File: config.mk
export PLATFORM = sky130hd
export DESIGN_NAME = mux_n_ne_1_reg
export DESIGN_NICKNAME = d
export VERILOG_FILES = /design/src/rtl/mux_n_ne_1_reg.sv
export SDC_FILE = /design/constraint.sdc
export NUM_CORES = 1
export LEC_CHECK = 0
export CORE_ASPECT_RATIO = 0.5
export CORE_UTILIZATION = 30
export CTS_BUF_LIST = sky130_fd_sc_hd__clkbuf_8
export CTS_CLUSTER_SIZE = 25
export DETAILED_ROUTE_END_ITERATION = 6
export GPL_TIMING_DRIVEN = 0
export PLACE_DENSITY = 0.72
export SYNTH_ARGS = -nofsm -noshare
export SYNTH_HDL_FRONTEND = slang
export SYNTH_SLANG_ARGS = --single-unit
File: constraint.sdc
create_clock -name Clock -period 2 [get_ports Clock]
set_input_delay 0.5 -clock Clock [delete_from_list [all_inputs] [get_ports Clock]]
set_output_delay 0.5 -clock Clock [all_outputs]
set_load 0.02 [all_outputs]
File: src/rtl/mux_n_ne_1_reg.sv
// -----------------------------------------------------------------------------
// mux_n_ne_1_reg
//   Registered N-to-1 datapath multiplexer with a one-deep valid/ready output
//   stage. Two selection modes:
//     Mode=0 : explicit select, channel index taken from S
//     Mode=1 : auto-scan, channel index taken from an internal round-robin
//              pointer that advances on every accepted beat
//   Out-of-range explicit selects still deliver a beat (data forced to zero,
//   Kanali carries the offending code) and raise a sticky SelError.
//
// Ports
//   Clock     in   rising-edge clock
//   Reset_n   in   asynchronous active-low reset
//   Hyrjet    in   NUM_INPUTS*WIDTH flattened channels, channel k at [k*WIDTH +: WIDTH]
//   S         in   SEL_W explicit channel select (Mode=0)
//   Mode      in   0 = explicit select, 1 = auto-scan
//   InValid   in   upstream offers data
//   InReady   out  block can accept this cycle (combinational)
//   Dalja     out  WIDTH registered selected data
//   Kanali    out  SEL_W index of the channel held in Dalja
//   OutValid  out  Dalja/Kanali valid
//   OutReady  in   downstream accepts
//   SelError  out  sticky out-of-range select flag
//   ClrError  in   synchronous clear of SelError (a new error in the same
//                  cycle wins)
// -----------------------------------------------------------------------------
module mux_n_ne_1_reg #(
    parameter int WIDTH      = 24,
    parameter int NUM_INPUTS = 6,
    parameter int SEL_W      = 3
) (
    input  logic                        Clock,
    input  logic                        Reset_n,
    input  logic [NUM_INPUTS*WIDTH-1:0] Hyrjet,
    input  logic [SEL_W-1:0]            S,
    input  logic                        Mode,
    input  logic                        InValid,
    output logic                        InReady,
    output logic [WIDTH-1:0]            Dalja,
    output logic [SEL_W-1:0]            Kanali,
    output logic                        OutValid,
    input  logic                        OutReady,
    output logic                        SelError,
    input  logic                        ClrError
);

    // One extra bit so NUM_INPUTS == 2**SEL_W is representable.
    localparam logic [SEL_W:0]   NUM_L    = (SEL_W+1)'(NUM_INPUTS);
    localparam logic [SEL_W-1:0] LAST_IDX = SEL_W'(NUM_INPUTS - 1);

    logic [WIDTH-1:0] dalja_q,     dalja_d;
    logic [SEL_W-1:0] kanali_q,    kanali_d;
    logic             out_valid_q, out_valid_d;
    logic             sel_err_q,   sel_err_d;
    logic [SEL_W-1:0] scan_ptr_q,  scan_ptr_d;

    logic             accept;
    logic             in_range;
    logic [SEL_W-1:0] idx;
    logic [WIDTH-1:0] sel_data;

    // Skid-free one-deep stage: the slot is free when empty or draining now.
    assign InReady  = !out_valid_q || OutReady;
    assign accept   = InValid && InReady;

    assign idx      = Mode ? scan_ptr_q : S;
    assign in_range = {1'b0, idx} < NUM_L;

    // Compare-and-select over the legal channels only. Codes at or above
    // NUM_INPUTS match nothing and leave sel_data at zero, so no slice
    // outside Hyrjet is ever addressed.
    always_comb begin
        sel_data = '0;
        for (int k = 0; k < NUM_INPUTS; k++) begin
            if (idx == SEL_W'(k)) begin
                sel_data = Hyrjet[k*WIDTH +: WIDTH];
            end
        end
    end

    always_comb begin
        dalja_d     = dalja_q;
        kanali_d    = kanali_q;
        out_valid_d = out_valid_q;
        sel_err_d   = sel_err_q;
        scan_ptr_d  = scan_ptr_q;

        if (accept) begin
            dalja_d     = sel_data;
            kanali_d    = idx;
            out_valid_d = 1'b1;
        end else if (OutReady) begin
            // Drain only; data and channel index keep their last value.
            out_valid_d = 1'b0;
        end

        // The pointer only moves on scan-mode accepts, so it survives
        // excursions into explicit mode and stalls untouched.
        if (accept && Mode) begin
            scan_ptr_d = (scan_ptr_q == LAST_IDX) ? '0 : scan_ptr_q + 1'b1;
        end

        // Set has priority over clear.
        if (accept && !Mode && !in_range) begin
            sel_err_d = 1'b1;
        end else if (ClrError) begin
            sel_err_d = 1'b0;
        end
    end

    always_ff @(posedge Clock or negedge Reset_n) begin
        if (!Reset_n) begin
            dalja_q     <= '0;
            kanali_q    <= '0;
            out_valid_q <= 1'b0;
            sel_err_q   <= 1'b0;
            scan_ptr_q  <= '0;
        end else begin
            dalja_q     <= dalja_d;
            kanali_q    <= kanali_d;
            out_valid_q <= out_valid_d;
            sel_err_q   <= sel_err_d;
            scan_ptr_q  <= scan_ptr_d;
        end
    end

    assign Dalja    = dalja_q;
    assign Kanali   = kanali_q;
    assign OutValid = out_valid_q;
    assign SelError = sel_err_q;

endmodule

Word-level counts from Yosys, hierarchy flattened
Index checks and enable logic that the tools add are counted.
Operators by class
  add/sub/neg operators: 1
  equal/unequal tests: 6
  reduce and logical (&&, ||, !) cells: 11
  multiplexer cells: 12
  order comparisons: 1
Operators by type and width (count)
  2-to-1 mux 24 bit: 6
  == test 3 bit, second input constant: 3
  == test 3 x 2 -> 1 bit, second input constant: 2
  2-to-1 mux 3 bit: 2
  logical AND 1 bit: 4
  2-to-1 mux 1 bit: 4
  nonzero test 2 bit: 2
  adder 3 x 1 -> 3 bit, second input constant: 1
  == test 3 x 1 -> 1 bit, second input constant: 1
  zero test 1 bit: 3
  zero test 3 bit: 1
  less-than comparator 3 bit, second input constant: 1
  logical OR 1 bit: 1
Storage, ports and cells
  output and inout bits: 30
  register bits: 32
  input port bits: 153

Logic depth before layout (Yosys ltp)
Gate-level depths: netlist (run 1).
  word-level depth: 8
  mapped depth: 6
  mapped depth without buffers: 4

Worst setup path before layout (run 1)
No wires, ideal clock.
  path kind: in2reg
  start: input OutReady
  end: register dalja_q[2], in the netlist Dalja[2]
  setup time: 0.077 ns
  required time: 1.923 ns
  cell stages on the path: 6
  slack: 0.244 ns
  data arrival time: 1.679 ns
  path buffers: 2
  path through: nand2b_1 -> and2_1 -> clkbuf_1 -> clkbuf_1 -> o21ai_0 -> o21ai_1
On the way
  word-level cells in the longest chain between the ends: 2
Ends and longest elaborated chain
  start: declaration: line 42  | input logic OutReady,
  logical OR 1 bit: line 63  | assign InReady = !out_valid_q || OutReady;
  logical AND 1 bit: line 64  | assign accept = InValid && InReady;
  end signal: assignment: line 119  | dalja_q <= dalja_d;
  end: declaration: line 51  | logic [WIDTH-1:0] dalja_q, dalja_d;
Every way passes these cells.
A chain may end at the register's enable or synchronous reset.

Worst setup path in the final report (run 1)
  start: input OutReady
  end: output InReady
On the way
  word-level cells in the longest chain between the ends: 1
Ends and longest elaborated chain
  logical OR 1 bit: line 63
  end: declaration: line 38  | output logic InReady,
Every way passes these cells.

==> results of run 1 <==
[state kept, by name, summed over array words and instances, names as in the netlist]
| name | count |
|---|---|
| Dalja | 24 |
| Kanali | 3 |
| OutValid | 1 |
| SelError | 1 |
| scan_ptr_q | 3 |
[metal layers]
layer / global-route usage / part of all wire / vias up
li1: - / - / 1368
met1: 0.2805 / 0.44 / 1313
met2: 0.3849 / 0.50 / 65
met3: 0.03722 / 0.054 / 4
met4: 0.04310 / 0.0048 / 0
met5: 0 / 0 / -
[kinds of logic (layout without fill, tap and decap cells)]
family | count (synthesis) | in the layout | share of synthesized area
muxes | 52 | 52 | 0.2359
DFF | 32 | 32 | 0.3226
buffers and inverters | 24 | 215 | 0.05292
AOI/OAI and AO/OA | 100 | 100 | 0.2581
and+or+nand+nor | 52 | 52 | 0.1270
xor gates and xnor gates | 1 | 1 | 0.003529
[report_power, final]
part / internal, mW / switching [mW] / total [mW]
Combinational: 1.25 / 1.10 / 2.35
Clock: 0.232 / 0.248 / 0.480
Sequential: 0.874 / 0.163 / 1.04
Total: 2.35 / 1.51 / 3.86
[metrics by stage]
stage | setup TNS (ns) | setup slack [ns]
6_report | 0 | 0.09216
3_3_place_gp | -25.42 | -0.7335
2_1_floorplan | 0 | 0.2444
5_1_grt | 0 | 0.01231
4_1_cts | 0 | 0.0001470
3_5_place_dp | -16.14 | -0.7351
[final cells by class]
| type | instances | share of cell area |
|---|---|---|
| timing repair buffer | 184 | 0.3978 |
| clock inverter | 2 | 0.001906 |
| tap | 112 | 0.03049 |
| buffer | 22 | 0.03349 |
| multi-input combinational | 205 | 0.3455 |
| clock buffer | 5 | 0.01497 |
| sequential | 32 | 0.1742 |
| inverter | 2 | 0.001634 |
[how the worst min path moves through the flow]
stage	startpoint	to	slack, ns	cells after the start
4_1_cts	Reset_n	Dalja[17]	0.30	1
5_1_grt	Reset_n	Dalja[16]	0.32	1
6_report	Reset_n	Dalja[16]	0.27	1
2_1_floorplan	Reset_n	Dalja[0]	0.20	0
3_3_place_gp	Kanali[1]	Kanali[1]	0.47	2
3_5_place_dp	Kanali[2]	Kanali[2]	0.48	2
[repair_timing]
action                                  4_1_cts  5_1_grt
buffers inserted                              2        0
hold buffers                                  0        0
resized for setup                            21       15
pin swaps                                     1        0
endpoints found under the setup margin       26       21
cloned                                        0        0
[critical path, delay by kind of cell]
| kind | cells | cell delay, ns |
|---|---|---|
| buffers and inverters | 2 | 0.73 |
| AND/OR/NAND/NOR | 1 | 0.18 |
[cell usage in the layout, fill, tap and decap left out, drive strengths merged, types with 2 or more instances in the layout]
cell	instances
o21ai	12
a222oi	4
mux2	49
o211ai	2
o22ai	20
dlygate4sd2	2
nor3b	2
inv	3
mux2i	3
clkdlybuf4s50	176
nand2	10
a22oi	19
buf	13
nand3b	2
nor2	3
a21oi	38
nand2b	25
clkbuf	18
dfrtp	32
==> run_results.csv, run 1 <==
group,metric,value,unit
yosys,synth_edf_count,0,
timing,slew_headroom,0.4990,
global_routing,antenna_found_initial,0,
timing,max_freq,524.2,MHz
floorplan,die-area,8664,µm²
timing,holdWs,0.2739,ns
yosys,yosysUniqueCellTypes,40,
critical_path,crit_required,1.50,ns
route,vias,2750,
critical_path,rr_endpoint,"Dalja[9]",
floorplan,core,8000,µm²
place,place_congestion,0.7929,
min_path,hold_class,"input port to asynchronous set/reset pin",
timing,period_share,0.9539,
cts,cts_buffers,5,
outcome,outcome,"completed",
floorplan,die_x,130.6,µm
cells_and_area,regArea,800.8,µm²
timing,min_period,1.908,ns
cts,htree_levels,2,
critical_path,path_cells,"clkdlybuf4s50_1 -> nand2b_2 -> clkdlybuf4s15_2",
cells_and_area,design_area,4596,µm²
cells_and_area,drive_gt1_frac,0.1770,
cts,clkSinkCount,32,
cts,cts_tree,"yes",
timing,max_slew.worst_pin.slew,0.7515,ns
yosys,yosysTopAreaCellShare,0.3226,
yosys,syn_inst,261,
yosys,async_flop_share,1.000,
place,dp_hpwl,7556,µm
yosys,synth_most_common_cell,"mux2_2",
power_and_ir_drop,powerDensity,840.8,nW/µm²
yosys,ys.flop_type,"dfrtp_1",
critical_path,reg2reg_depth,6,
global_routing,overflow,0,
critical_path,crit_fanout,5,
yosys,synth_area,2482,µm²
yosys,synth_area_leaders,"dfrtp_1 (32%), mux2_2 (18%), a21oi_1 (7.7%), nand2b_1 (6.3%), a22oi_1 (5.7%)",
cells_and_area,diodes,0,
global_routing,grt_max_degree,33,
floorplan,rows,23,
route,wire_per_inst,17.11,µm
critical_path,rr_startpoint,"scan_ptr_q[0]",
route,first_iter_violations,133,
timing,drv_slew,0,
critical_path,rrSetupSlack,0.21,ns
cts,clk-insertion-delay-late,0.29,ns
global_routing,grt_pass1_vias,2658,
critical_path,startpoint_type,"input port",
route,postRouteAntennaNets,0,
route,finalWirelength,9648,µm
cells_and_area,area_growth,85.13,%
cells_and_area,utilization,0.5744,
yosys,ys_warn_count,0,
cells_and_area,stdcell_count,564,
yosys,syn_nets,414,
power_and_ir_drop,p_leak,1.786,nW
yosys,yosys.area.top_type,"dfrtp_1",
timing,fin_skew,0.007140,ns
floorplan,die_h,66.32,µm
route,dr.pass1.iters,6,
critical_path,critPathCaptureType,"primary output",
place,dpl-instance-area,4439,µm²
cells_and_area,nets,605,
critical_path,cp_slowest_cell,"clkdlybuf4s50_1",
timing,grt_setup_unrepaired,"false",
floorplan,ioPinCount,183,
yosys,syn_avg_cell_area,9.511,µm²
place,io_buffers,182,
yosys,ys_seq_area_frac,0.3226,
critical_path,critical_path.startpoint,"OutReady",
global_routing,grt_pass1_wl,14160,µm
cts,root_buffer,"clkbuf_8",
cts,clk_pin_slew_worst_paths,0.06,ns
power_and_ir_drop,power,3.864,mW
timing,setup_viol,0,
critical_path,worstSetupPathType,"input port to primary output",
critical_path,arrival,1.41,ns
place,dp.cells,555,
run,maxCapViolations,0,
yosys,synth_common_cells,"mux2_2 (40), a21oi_1 (38), dfrtp_1 (32), nand2b_1 (25), o22ai_1 (20)",
cts,cts.path.max_buffers,2,
route,drc,0,
cells_and_area,nFillCells,748,
global_routing,track_usage,0.2182,
route,viasPerCell,4.876,
floorplan,start_util,0.3103,
critical_path,endpoint,"InReady",
yosys,synth-seq-cells,32,
critical_path,max_stage_delay,0.44,ns
cells_and_area,multiInputGateArea,1588,µm²
power_and_ir_drop,ir_drop,0.0003449,V
timing,hold_viol_final,0,
Power figures use the tool's default switching activity.
==> run 2: changes to the inputs <==
- CORE_MARGIN: unset -> 1.5
- DONT_BUFFER_PORTS: unset -> 1
- HOLD_SLACK_MARGIN: unset -> 0.1
- PLACE_DENSITY: 0.72 -> unset
==> run 2 against run 1 <==
  * Sequential cell count did not move
  * Clock power up 17%
  * Global-route usage decreased by 4.5 points
  * Power is 16% lower
  * Sequential power up 27%
  * Register-to-register slack got worse by 0.11 ns
  * Largest power group unchanged
  * Via count is 20% lower
  * Utilization shrank 23 points
==> run_results.csv, run 2 (synthesis results as in run 1) <==
group,metric,value,unit
outcome,outcome,"completed",
timing,period_share,0.9511,
route,postRouteAntennaNets,0,
cells_and_area,final_cell_mix,"mux2_2 (40), a21oi_1 (38), dfrtp_1 (32)",
cts,clk-insertion-delay-late,0.29,ns
cells_and_area,nFillCells,807,
route,drc,0,
min_path,hold_class,"input port to flip-flop",
place,preCtsSetupSlack,-0.2347,ns
critical_path,arrival,2.06,ns
global_routing,grt_max_degree,33,
timing,min_period,1.902,ns
route,vias,2199,
route,viasPerCell,5.757,
global_routing,grt_pass1_vias,2180,
floorplan,core,8000,µm²
route,first_iter_violations,118,
cts,cts_tree,"yes",
global_routing,antenna_found_initial,0,
run,maxCapViolations,0,
floorplan,start_util,0.3103,
cts,cts_setup_buffers,0,
route,wl_met2,4330,µm
critical_path,rrSetupSlack,0.1,ns
timing,setup_viol,0,
cts,root_buffer,"clkbuf_8",
cts,clkSinkCount,32,
floorplan,die_h,67.32,µm
cells_and_area,nets,423,
floorplan,ioPinCount,183,
power_and_ir_drop,ir_drop,0.0003145,V
timing,fin_skew,0.004669,ns
floorplan,die-area,8862,µm²
route,wl_met1,3607,µm
timing,fin_ws,0.09780,ns
place,place_congestion,0.8717,
floorplan,rows,23,
timing,max_slew.worst_pin.slew,0.6372,ns
cts,cts.path.max_buffers,2,
cells_and_area,final_common_cell,"mux2_2",
route,dr_wl_met3,410,µm
route,wire_per_inst,21.99,µm
timing,drv_slew,0,
route,dr.pass1.iters,5,
global_routing,grt_pass1_wl,11650,µm
critical_path,critPathCaptureType,"flip-flop",
timing,grt_setup_unrepaired,"false",
critical_path,worstSetupPathType,"flip-flop to flip-flop",
cells_and_area,largest_register_ffs,24,
place,dp_hpwl,6376,µm
route,top_layer_used,"met4",
cts,htree_levels,2,
critical_path,startpoint_type,"flip-flop",
cells_and_area,diodes,0,
power_and_ir_drop,power,3.227,mW
global_routing,overflow,0,
timing,hold_viol_final,0,
power_and_ir_drop,p_leak,1.049,nW
cells_and_area,drive_gt1_frac,0.2593,
critical_path,crit_required,2.15,ns
cts,clk_pin_slew_worst_paths,0.07,ns
timing,max_freq,525.7,MHz
floorplan,die_x,131.6,µm
critical_path,crit_fanout,10,
cts,cts_buffers,5,
cells_and_area,area_growth,11.19,%
route,finalWirelength,8399,µm
timing,slew_headroom,0.5724,
global_routing,track_usage,0.1737,
power_and_ir_drop,powerDensity,1169,nW/µm²
place,io_buffers,0,
run 2: area by class of cell:
cell class / instances / area [µm²] / area share
clock buffers: 7 / 96.34 / 0.03490
multi-input cells: 205 / 1556 / 0.5639
plain buffers: 22 / 128.9 / 0.04669
repair buffers: 2 / 30.03 / 0.01088
flip-flops and latches: 32 / 800.8 / 0.2901
well taps: 112 / 140.1 / 0.05077
inverters: 2 / 7.507 / 0.002720
run 2: power by group:
| part | switching [mW] | internal (mW) | total [mW] |
|---|---|---|---|
| clock network | 0.253 | 0.307 | 0.560 |
| logic | 0.718 | 0.633 | 1.35 |
| registers | 0.444 | 0.873 | 1.32 |
run 2: per-layer routing:
layer / vias to the layer above / global-route usage
li1: 1008 / -
met1: 1102 / 0.2149
met3: 5 / 0.03979
met5: - / 0
met2: 84 / 0.3092
met4: 0 / 0.05278
run 2: worst paths after layout:
check                               from             to  cells past startpoint
hold reg to reg            scan_ptr_q[0]  scan_ptr_q[0]                      1
setup reg to reg           scan_ptr_q[1]       Dalja[2]                      6
max in group asynchronous        Reset_n      Dalja[19]                      2
hold / removal                   InValid       OutValid                      1
min in group asynchronous        Reset_n       SelError                      2
setup / recovery           scan_ptr_q[1]       Dalja[2]                      6
run 2: timing repair:
| item | CTS | global route |
|---|---|---|
| gates resized for setup | 4 | 4 |
| hold buffers | 2 | 0 |
| pin swaps | 0 | 1 |
| cloned | 0 | 0 |
| endpoints found under the setup margin | 20 | 4 |
| hold endpoints to repair | 32 | 0 |
run 2: worst max-delay path, stage by stage, from the launching register on:
cell and delay [ns]:
dfrtp_1 0.43, and3b_1 0.25, or2_1 0.23, buf_2 0.17, buf_6 0.15, a222oi_1 0.40, o21ai_1 0.14
run 2: metrics by stage:
stage	area (µm²)	hold slack (ns)	utilization	cells	setup TNS, ns
CTS	2758	0.3048	0.3447	382	0
finish	2760	0.3220	0.3450	382	0
detailed placement	2623	0.2055	0.3278	373	-2.869
global route	2760	0.3065	0.3450	382	0
floorplan	2482	0.2044	-	261	0
global placement	2623	0.2054	0.3278	373	-1.979
==> run 3: changes to the inputs <==
- MAX_ROUTING_LAYER: unset -> met4
==> run 3 against run 2 <==
  * Cell area is the same
  * Routed wire length is essentially flat
  * Largest cell class unchanged
  * Sequential power is essentially flat
  * Sequential share of layout area is the same
  * Critical path depth is the same
  * Register-to-register slack is essentially flat
  * Power is essentially flat
  * Via count grew 0.68%
  * Clock power is essentially flat
  * Die area is the same
  * First-iteration DRC count shrank 5.1%
==> run_results.csv, run 3 (synthesis results as in run 1) <==
group,metric,value,unit
outcome,outcome,"completed",
cells_and_area,stdcell_count,382,
global_routing,grt_pass1_wl,11680,µm
cts,root_buffer,"clkbuf_8",
timing,fin_skew,0.004863,ns
power_and_ir_drop,ir_drop,0.0003134,V
timing,max_slew.worst_pin.slew,0.6364,ns
route,finalWirelength,8395,µm
floorplan,core,8000,µm²
cts,cts_buffers,5,
cts,clkSinkCount,32,
global_routing,overflow,0,
cells_and_area,final_common_cell,"mux2_2",
cells_and_area,nets,423,
cells_and_area,area_growth,11.19,%
route,vias,2214,
power_and_ir_drop,pwr-share-clk,0.174,
place,place_congestion,0.8860,
route,dr.pass1.iters,6,
timing,drv_slew,0,
timing,slew_headroom,0.5729,
cells_and_area,largest_register_ffs,24,
run,maxCapViolations,0,
critical_path,arrival,2.06,ns
critical_path,crit_required,2.15,ns
critical_path,startpoint_type,"flip-flop",
critical_path,cp_slowest_cell,"dfrtp_1",
critical_path,max_stage_delay,0.43,ns
timing,min_period,1.906,ns
global_routing,track_usage,0.1794,
route,drc,0,
power_and_ir_drop,p_int,1.813,mW
critical_path,worstSetupPathType,"flip-flop to flip-flop",
critical_path,critPathCaptureType,"flip-flop",
cts,clk-insertion-delay-late,0.29,ns
critical_path,path_cells,"and3b_1 -> or2_1 -> buf_2 -> buf_6 -> a222oi_1 -> o21ai_1",
power_and_ir_drop,pwr-share-seq,0.408,
floorplan,die-area,8862,µm²
global_routing,grt_max_degree,33,
timing,hold_viol_final,0,
power_and_ir_drop,switchingPower,1.413,mW
place,io_buffers,0,
place,dp_hpwl,6376,µm
power_and_ir_drop,powerDensity,1169,nW/µm²
route,postRouteAntennaNets,0,
route,wire_per_inst,21.98,µm
route,viasPerCell,5.796,
min_path,hold_class,"input port to flip-flop",
place,dpl-instance-area,2623,µm²
timing,grt_setup_unrepaired,"false",
cts,cts_setup_buffers,0,
floorplan,start_util,0.3103,
cts,htree_levels,2,
route,first_iter_violations,112,
global_routing,antenna_found_initial,0,
floorplan,die_h,67.32,µm
cells_and_area,final_cell_mix,"mux2_2 (40), a21oi_1 (38), dfrtp_1 (32)",
timing,max_freq,524.7,MHz
cts,clk_pin_slew_worst_paths,0.07,ns
power_and_ir_drop,p_sw_frac,0.4381,
timing,period_share,0.9530,
place,dp.cells,373,
floorplan,rows,23,
cells_and_area,nFillCells,807,
global_routing,grt_pass1_vias,2172,
timing,setup_viol,0,
cts,cts_tree,"yes",
power_and_ir_drop,combPwrFrac,0.418,
critical_path,crit_fanout,10,
cells_and_area,diodes,0,
power_and_ir_drop,p_leak,1.049,nW
floorplan,ioPinCount,183,
cells_and_area,drive_gt1_frac,0.2593,
floorplan,die_x,131.6,µm
cells_and_area,design_area,2760,µm²
cts,cts.path.max_buffers,2,
cells_and_area,utilization,0.3450,
[run 3: cell counts in the layout (fill, tap and decap cells not counted)]
Identical to the previous run, type by type.
[run 3: worst paths after layout]
check	startpoint	endpoint	slack [ns]	cells past startpoint
max reg2reg	scan_ptr_q[1]	Dalja[2]	0.09	6
max	scan_ptr_q[1]	Dalja[2]	0.09	6
min in group asynchronous	Reset_n	SelError	0.65	2
min reg2reg	scan_ptr_q[0]	scan_ptr_q[0]	0.57	1
min	InValid	OutValid	0.32	1
max in group asynchronous	Reset_n	Dalja[19]	1.16	2
[run 3: area by class of cell]
cell class	count	area (µm²)	share of cell area
Buffer	22	128.9	0.04669
Inverter	2	7.507	0.002720
Clock buffer	7	96.34	0.03490
Sequential cell	32	800.8	0.2901
Tap cell	112	140.1	0.05077
Timing Repair Buffer	2	30.03	0.01088
Multi-Input combinational cell	205	1556	0.5639
[run 3: per-stage QoR]
step	setup TNS (ns)	hold slack (ns)	total power, mW	worst slack [ns]
after floorplan	0	0.2044	2.305	0.2444
after global placement	-1.979	0.2054	2.583	-0.1664
after detailed placement	-2.869	0.2055	2.646	-0.2347
after CTS	0	0.3048	3.257	0.04574
after global routing	0	0.3065	3.415	0.004154
final	0	0.3226	3.226	0.09397
[run 3: timing repair]
item,CTS,global route
setup endpoints to repair,20,4
hold endpoints to repair,32,0
resized for setup,4,4
hold buffers,2,0
pin swaps,0,1
[run 3: power by group through the flow]
stage | combinational [mW] | sequential, mW | clock (mW)
5_1_grt | 1.46 | 1.34 | 0.614
3_3_place_gp | 1.26 | 1.32 | 0
3_5_place_dp | 1.32 | 1.33 | 0
4_1_cts | 1.34 | 1.32 | 0.590
2_1_floorplan | 1.04 | 1.27 | 0
6_report | 1.35 | 1.32 | 0.560
[run 3: critical path: cells and delay by family (launching register included)]
| family | cells | cell delay, ns |
|---|---|---|
| simple gates | 2 | 0.48 |
| buf+inv | 2 | 0.33 |
| flops | 1 | 0.43 |
| compound gates | 2 | 0.54 |
[run 3: metal layers]
layer / global-route usage / up-vias / wire length (µm)
li1: - / 1006 / -
met3: 0.04054 / 7 / 433
met1: 0.2154 / 1114 / 3580
met5: - / - / 0
met2: 0.3099 / 87 / 4309
met4: 0.05139 / 0 / 72
